==> src/rtl/pattern_loader_pkg.sv <==
// pattern_loader_pkg
// Shared definitions for the pattern buffer scan-chain master:
//   - default field width / field count of the pattern buffer
//   - FSM state encoding (also exported on the debug port of pattern_loader)
package pattern_loader_pkg;

    localparam int BUFFER_WIDTH_DEFAULT = 8;
    localparam int BUFFER_SIZE_DEFAULT  = 32;

    typedef enum logic [2:0] {
        IDLE   = 3'd0,
        FETCH  = 3'd1,
        SHIFT  = 3'd2,
        HOLD   = 3'd3,
        FINISH = 3'd4
    } state_t;

endpackage

==> src/rtl/pattern_shifter.sv <==
// pattern_shifter
// Byte-wide serializer/deserializer for the pattern buffer scan chain.
// tx side is parallel-in/serial-out, MSB first; rx side is serial-in/
// parallel-out, new bits entering at the LSB.
// Ports:
//   clk, reset   clock and synchronous active-high reset
//   clear        zero the bit counter at the start of a pass
//   load         capture load_data into the tx register
//   load_data    byte to be sent
//   shift        one scan-chain shift this cycle
//   sout         serial bit coming back from the buffer
//   sin          serial bit going to the buffer (tx MSB, a flop output)
//   rx_next      rx byte as it will be after this cycle's shift
//   rx_data      rx byte register
//   last_bit     this shift is the final bit of the byte
import pattern_loader_pkg::*;

module pattern_shifter #(
    parameter int buffer_width = BUFFER_WIDTH_DEFAULT
) (
    input  logic                    clk,
    input  logic                    reset,
    input  logic                    clear,
    input  logic                    load,
    input  logic [buffer_width-1:0] load_data,
    input  logic                    shift,
    input  logic                    sout,
    output logic                    sin,
    output logic [buffer_width-1:0] rx_next,
    output logic [buffer_width-1:0] rx_data,
    output logic                    last_bit
);

    localparam int bit_cnt_width = (buffer_width > 1) ? $clog2(buffer_width) : 1;
    localparam logic [bit_cnt_width-1:0] last_bit_idx = bit_cnt_width'(buffer_width - 1);

    logic [buffer_width-1:0]  tx_q;
    logic [bit_cnt_width-1:0] bit_cnt_q;

    // The tx MSB drives the chain directly, so sin is registered and
    // naturally returns to 0 once all bits of the byte have been sent.
    assign sin      = tx_q[buffer_width-1];
    assign rx_next  = {rx_data[buffer_width-2:0], sout};
    assign last_bit = shift && (bit_cnt_q == last_bit_idx);

    always_ff @(posedge clk) begin
        if (reset) begin
            tx_q      <= '0;
            rx_data   <= '0;
            bit_cnt_q <= '0;
        end else begin
            if (load) begin
                tx_q <= load_data;
            end else if (shift) begin
                tx_q <= {tx_q[buffer_width-2:0], 1'b0};
            end

            if (shift) begin
                rx_data <= rx_next;
            end

            // Counter returns to 0 on the last bit, so it never wraps mid-byte.
            if (clear || load) begin
                bit_cnt_q <= '0;
            end else if (shift) begin
                bit_cnt_q <= last_bit ? '0 : bit_cnt_q + 1'b1;
            end
        end
    end

endmodule

==> src/rtl/pattern_loader.sv <==
// pattern_loader
// Serial master of the pattern buffer scan chain. One pass replaces every
// field of the buffer: each byte is fetched from the load stream, shifted in
// MSB first while the old byte shifts out, and the old byte is offered on
// the unload stream. Field buffer_size-1 travels first, field 0 last.
//
// Handshakes (in_valid/in_ready, out_valid/out_ready): a byte transfers on a
// posedge where valid and ready are both high. Once out_valid is raised,
// out_data holds steady until the transfer; in_ready does not depend on
// in_valid.
//
// Ports:
//   clk, reset            clock, synchronous active-high reset
//   start                 one-cycle request for a pass (honoured only in IDLE)
//   busy                  high for the whole pass, through the done cycle
//   done                  one-cycle pulse at the end of the pass
//   in_data/valid/ready   load stream
//   out_data/valid/ready  unload stream
//   ssel, sin             registered scan-chain select and data to the buffer
//   sout                  scan-chain data from the buffer
//   fsm_state             current FSM state, for debug/observation
import pattern_loader_pkg::*;

module pattern_loader #(
    parameter int buffer_width = BUFFER_WIDTH_DEFAULT,
    parameter int buffer_size  = BUFFER_SIZE_DEFAULT
) (
    input  logic                    clk,
    input  logic                    reset,
    input  logic                    start,
    output logic                    busy,
    output logic                    done,
    input  logic [buffer_width-1:0] in_data,
    input  logic                    in_valid,
    output logic                    in_ready,
    output logic [buffer_width-1:0] out_data,
    output logic                    out_valid,
    input  logic                    out_ready,
    output logic                    ssel,
    output logic                    sin,
    input  logic                    sout,
    output state_t                  fsm_state
);

    localparam int byte_cnt_width = (buffer_size > 1) ? $clog2(buffer_size) : 1;
    localparam logic [byte_cnt_width-1:0] last_byte_idx = byte_cnt_width'(buffer_size - 1);

    state_t                    state_q;
    state_t                    state_next;
    logic [byte_cnt_width-1:0] byte_cnt_q;
    logic                      last_byte;

    logic                      clear;
    logic                      load;
    logic                      shift;
    logic                      emit;
    logic                      last_bit;
    logic [buffer_width-1:0]   rx_next;
    logic [buffer_width-1:0]   rx_data;
    logic [buffer_width-1:0]   emit_data;

    pattern_shifter #(
        .buffer_width (buffer_width)
    ) u_shifter (
        .clk       (clk),
        .reset     (reset),
        .clear     (clear),
        .load      (load),
        .load_data (in_data),
        .shift     (shift),
        .sout      (sout),
        .sin       (sin),
        .rx_next   (rx_next),
        .rx_data   (rx_data),
        .last_bit  (last_bit)
    );

    assign last_byte = (byte_cnt_q == last_byte_idx);
    assign fsm_state = state_q;

    // At the end of SHIFT the final sout bit is still in flight, so the
    // byte comes from rx_next; in HOLD it has already settled in rx_data.
    assign emit_data = (state_q == SHIFT) ? rx_next : rx_data;

    always_comb begin
        state_next = state_q;
        busy       = (state_q != IDLE);
        done       = 1'b0;
        in_ready   = 1'b0;
        clear      = 1'b0;
        load       = 1'b0;
        shift      = 1'b0;
        emit       = 1'b0;

        case (state_q)
            IDLE: begin
                if (start) begin
                    clear      = 1'b1;
                    state_next = FETCH;
                end
            end
            FETCH: begin
                in_ready = 1'b1;
                if (in_valid) begin
                    load       = 1'b1;
                    state_next = SHIFT;
                end
            end
            SHIFT: begin
                shift = 1'b1;
                if (last_bit) begin
                    // The output slot is free if empty or being emptied now.
                    if (!out_valid || out_ready) begin
                        emit = 1'b1;
                    end else begin
                        state_next = HOLD;
                    end
                end
            end
            HOLD: begin
                if (out_ready) begin
                    emit = 1'b1;
                end
            end
            FINISH: begin
                done       = 1'b1;
                state_next = IDLE;
            end
            default: begin
                state_next = IDLE;
            end
        endcase

        if (emit) begin
            state_next = last_byte ? FINISH : FETCH;
        end
    end

    always_ff @(posedge clk) begin
        if (reset) begin
            state_q    <= IDLE;
            byte_cnt_q <= '0;
            ssel       <= 1'b0;
            out_valid  <= 1'b0;
            out_data   <= '0;
        end else begin
            state_q <= state_next;
            // Registered select that is high exactly in the SHIFT cycles.
            ssel    <= (state_next == SHIFT);

            if (clear) begin
                byte_cnt_q <= '0;
            end else if (emit && !last_byte) begin
                byte_cnt_q <= byte_cnt_q + 1'b1;
            end

            if (emit) begin
                out_data  <= emit_data;
                out_valid <= 1'b1;
            end else if (out_ready) begin
                out_valid <= 1'b0;
            end
        end
    end

endmodule

==> config.mk <==
export PLATFORM = sky130hd
export DESIGN_NAME = pattern_loader
export DESIGN_NICKNAME = d
export VERILOG_FILES = /design/src/rtl/pattern_loader_pkg.sv /design/src/rtl/pattern_shifter.sv /design/src/rtl/pattern_loader.sv
export SDC_FILE = /design/constraint.sdc
export NUM_CORES = 1
export LEC_CHECK = 0
export ABC_AREA = 1
export ABC_CLOCK_PERIOD_IN_PS = 1400
export BUFFER_PORTS_ARGS = -buffer_cell sky130_fd_sc_hd__buf_2
export CORE_MARGIN = 8
export CORE_UTILIZATION = 48
export DETAILED_ROUTE_END_ITERATION = 8
export PLACE_DENSITY = 0.74
export SLEW_MARGIN = 25
export SYNTH_ARGS = -nofsm -noshare
export SYNTH_HDL_FRONTEND = slang
export SYNTH_SLANG_ARGS = --single-unit
==> constraint.sdc <==
create_clock -name clk -period 1.4 [get_ports clk]
set_clock_uncertainty 0.15 [all_clocks]
set_input_delay 0.07 -clock clk [delete_from_list [all_inputs] [get_ports clk]]
set_output_delay 0.07 -clock clk [all_outputs]
set_load 0.02 [all_outputs]
* Yosys cells after proc, flatten, opt, wreduce, memory -nomap -nowiden
Cells that the tools add are included.
** Storage, ports and cells
- Register bits after elaboration :: 37
- Bits of input ports :: 14
- Output and inout bits :: 17
- Word-level logic and storage cells :: 53
** Cells by class
- $add $sub $neg :: 2
- Equal/unequal tests :: 7
- Mux-type cells :: 24
- Reduce and logical (&&, ||, !) cells :: 12
** Operator list (count)
- $mux 8 :: 3
- $mux 3 :: 7
- $mux 1 :: 12
- $pmux 3 s4 :: 1
- $eq 3x2->1 const B :: 3
- $eq 3x3->1 const B :: 2
- $add 5x1->5 const B :: 1
- $eq 5x5->1 const B :: 1
- $reduce_bool 2->1 :: 2
- $reduce_or 2->1 :: 2
- $add 3x1->3 const B :: 1
- $eq 3x1->1 const B :: 1
- $logic_not 3->1 :: 1
- $reduce_bool 3->1 :: 1
- $logic_and 1x1->1 :: 2
- $logic_not 1->1 :: 2
- $logic_or 1x1->1 :: 2
- $pmux 1 s2 :: 1

* Longest topological paths before layout
- Depth after elaboration :: 7
- Gate-level depth with buffers :: 9
- Gate-level depth less buffers :: 9

* Hierarchy
A second synthesis with hierarchy kept.
** Unflattened totals
- Cells, all modules :: 270
- Area total of the unflattened synthesis :: 1860.5 sq um
** By module, submodules not included
- pattern_loader :: times used 1, cells an instance 138, area each 933.4 sq um, sequential area each 360.3 sq um
- pattern_shifter :: times used 1, cells an instance 132, area each 927.1 sq um, sequential area each 380.4 sq um

* Worst setup path before layout
No wires, ideal clock.
- Path type :: reg2reg
- Start point :: register state_q[1] (netlist: fsm_state[1])
- End point :: register out_data[5]
- Library setup time :: 0.113 ns
- Arrival time :: 1.330 ns
- Setup slack :: -0.193 ns
- Stages on the path, launching flop included :: 9
- Clock period less this slack :: 1.593 ns
- Path through :: dfxtp_1 inv_1 nor2_4 nand3_4 o21ai_4 buf_6 nand2_1 nand2_1 nor2_1
** On the way
- Word-level cells in the longest chain between the ends :: 5
- Elaborated cells between the ends (all ways) :: 7
** RTL lines
- start, declared :: line pattern_loader.sv:48 : state_t state_q;
- start signal, assigned :: line pattern_loader.sv:147 : state_q <= state_next;
- $eq 3x2->1 :: line pattern_loader.sv:83, pattern_loader.sv:95
- $mux 1 :: line pattern_loader.sv:95 : case (state_q)
- $logic_and 1x1->1 :: line pattern_shifter.sv:44 : assign last_bit = shift && (bit_cnt_q == last_bit_idx);
- $mux 1 :: line pattern_loader.sv:111 : if (last_bit) begin
- $pmux 1 s2 :: line pattern_loader.sv:95
- end signal, assigned :: line pattern_loader.sv:158 : out_data <= emit_data;
- end, declared :: line pattern_loader.sv:36 : output logic [buffer_width-1:0] out_data,
Several ways; a longest one is shown, not always the timed one.
A chain may end at the register's enable or synchronous reset.

* Worst setup path in the final report
- Start point :: register byte_cnt_q[0]
- End point :: register byte_cnt_q[2]
** On the way
- Word-level cells in the longest chain between the ends :: 3
- Elaborated cells between the ends (all ways) :: 4
** RTL lines
- start, declared :: line pattern_loader.sv:50 : logic [byte_cnt_width-1:0] byte_cnt_q;
- start signal, assigned :: line pattern_loader.sv:154 : byte_cnt_q <= byte_cnt_q + 1'b1;
- branches (longest 3 deep; another with $add 5x1->5)
Parallel ways; which one is timed is not known.

==> run summary <==
CP arrival: 1.64 ns
count leader, synth: nand2_1
top cells by area, synth: dfxtp_1 (46%), nand2_1 (15%), nor2_1 (8.6%)
first-pass GRT wire length: 6730 microns
CTS Buffer Depth: 2
share of cells above drive strength 1: 37.2%
Power Total: 0.00208 W
Setup CP Type: reg2reg
Root Buffer: clkbuf_4
PwrDens: 873 mW/mm^2
# port buffers: 30
CTS tree: yes
Via density: 5.04
peak supply drop: 0.694 mV
endpoints failing hold: 0
io pins: 31
DR top layer: met4
Max H-tree Level: 2
Yosys top cell area share: 46.1%
final layout net count: 311
status: finished with violations
Clock Latency Late Sink: 0.34 ns
Worst setup EP type: register
Avg Cell Area, Syn: 7.30 sq um
met3 wire len: 405 microns
Final Cycle Share: 108%
DRC: 0
Tot GR Track Use: 15.8%
Slew Limit Fails: 0
Synth area leader: dfxtp_1
final setup TNS: -0.956 ns
max-cap violation count: 0
Slew HR: 80.3%
DRT Pass-1 Iters: 4
Final ANT Viol Nets: 0
Mapped Area: 0.00161 sq mm
crit path launch type: register
vias in the first global route: 1519
Die Width: 73.9 microns
Post-synth EDFFs: 0
min Tclk post-route: 1.51 ns
WL/cell: 12.6 microns
Crit path largest cell delay: 0.35 ns
Worst-path clk slew: 0.11 ns
Yosys reg bits: 37
GR Overflow Total: 0
Seq/Total Area, Yosys: 46.1%
Starting Density: 48.9%
Gate Count Post-Synth: 220
setup slack after layout: -0.106 ns
Post-Layout Inst Area: 0.00238 sq mm
CP delay by family, top: flip-flops
P_leak: 1.07 nW
pre-CTS setup slack: -0.0625 ns
Req. time, crit path: 1.53 ns
DRT iter0 DRCs: 137
Final setup viols: 17
initial antenna violation count: 0
largest net degree at the start of global routing: 19
Die Ht: 73.9 microns
Num CTS Buffers: 5
drt total wl: 4280 microns
area post-placement: 0.00202 sq mm
die area: 0.00545 sq mm
Worst-Margin Slew: 0.293 ns
maximum clock rate: 664 MHz
GP Congestion: 0.809
metal2 WL: 1970 microns
Post-synth top cells: nand2_1 (64), dfxtp_1 (37), nor2_1 (37)
syn nets: 238
met1 wire length: 1820 microns
Cell variety after synth: 25
CP cell instances: ha_4 -> nand2_2 -> nor2_2 -> ha_2 -> inv_4 -> buf_4 -> nand4_1 -> a21oi_1
dpl hpwl: 2710 microns
detailed-route via count: 1708
n_diodes: 0
critical path buffer and inverter count: 2
failing checks: setup timing
Main synth FF type: dfxtp_1
number of core rows: 21
area delta synth->final: 48.1%
clk sinks: 37
synth warn: 0
HP Class: in2reg
final core occ: 72.4%
Core Box Area: 0.00328 sq mm
async set or reset register ratio after synthesis: 0%
slowest stage cell on the critical path: dfxtp_2
CP Max Fanout: 6
RSZ-0062 raised after global routing: yes
where the power goes:
group	switching, W	internal [W]
combinational	0.000180	0.000146
sequential	0.0000242	0.00109
clock	0.000347	0.000292
area by class of cell:
class	instances	area (sq um)
clock buffer	6	62.6
clock inverter	1	5.00
fill	244	906
inverter	19	76.3
multi-input combinational	158	891
sequential	37	752
tap	46	57.6
timing repair buffer	72	534
flip-flops by register name, indices dropped and copies added, names as in the netlist:
name                 flops
out_valid                1
byte_cnt_q               5
ssel                     1
fsm_state                3
u_shifter.rx_data        8
u_shifter.bit_cnt_q      3
out_data                 8
u_shifter.tx_q           8
metrics by stage:
stage / hold WS (ns) / std cells
5_1_grt: 0.0300 / 339
2_1_floorplan: 0.0681 / 220
3_3_place_gp: 0.181 / 315
6_report: 0.0469 / 339
3_5_place_dp: 0.183 / 315
4_1_cts: 0.0263 / 333
routing by layer:
layer	track usage (%)	vias up
li1	-	856
met1	19.3	772
met2	24.5	70
met3	5.46	10
met4	6.65	0
met5	0	-
worst paths after layout:
path	from	endpoint	slack, ns	depth (start not counted)
max	byte_cnt_q[0]$_SDFFE_PP0P_	byte_cnt_q[2]$_SDFFE_PP0P_	-0.11	8
min	start	fsm_state[0]$_SDFF_PP0_	0.05	5
max reg2reg	byte_cnt_q[0]$_SDFFE_PP0P_	byte_cnt_q[2]$_SDFFE_PP0P_	-0.11	8
min reg2reg	out_data[0]$_SDFFE_PP0P_	out_data[0]$_SDFFE_PP0P_	0.32	2
cell usage in the layout (no fill, tap or decap), types with 2 or more instances in the layout:
master | synthesis | final
o21ai_2 | 0 | 3
inv_4 | 0 | 2
buf_6 | 1 | 5
a21oi_1 | 7 | 6
nand3_4 | 1 | 3
inv_1 | 16 | 15
inv_2 | 3 | 2
a31oi_1 | 7 | 7
nand2_1 | 64 | 56
o21ai_0 | 8 | 3
nor2_4 | 1 | 3
clkbuf_4 | 0 | 5
dfxtp_1 | 37 | 30
nand4_1 | 5 | 5
buf_4 | 3 | 27
nor2_2 | 1 | 4
nand3_1 | 14 | 14
dfxtp_2 | 0 | 6
ha_4 | 0 | 3
nand2_2 | 1 | 6
nor2_1 | 37 | 32
nand2_4 | 0 | 3
dlygate4sd3_1 | 0 | 10
buf_2 | 1 | 28
o21ai_1 | 1 | 3
kinds of logic after synthesis:
group,after synthesis,synth area share (%)
AOI/OAI and AO/OA,25,9.19
adders and majority gates,4,3.12
and+or+nand+nor,127,33.7
buffers and inverters,26,7.32
DFF,37,46.1
xor gates and xnor gates,1,0.545
worst reg2reg max path: stages (launching register included):
cell and delay [ns]:
dfxtp_2 0.35, ha_4 0.16, nand2_2 0.07, nor2_2 0.04, ha_2 0.18, inv_4 0.11, buf_4 0.12, nand4_1 0.10
a21oi_1 0.16
timing repair:
item / 4_1_cts / 5_1_grt
pin swaps: 5 / 11
endpoints found under the setup margin: 25 / 37
resized for setup: 9 / 36
endpoints found under the hold margin: 24 / 0
setup buffers: 0 / 5
hold buffers: 10 / 0
cloned: 1 / 1
Note: power is estimated with default switching activity, not from simulation.
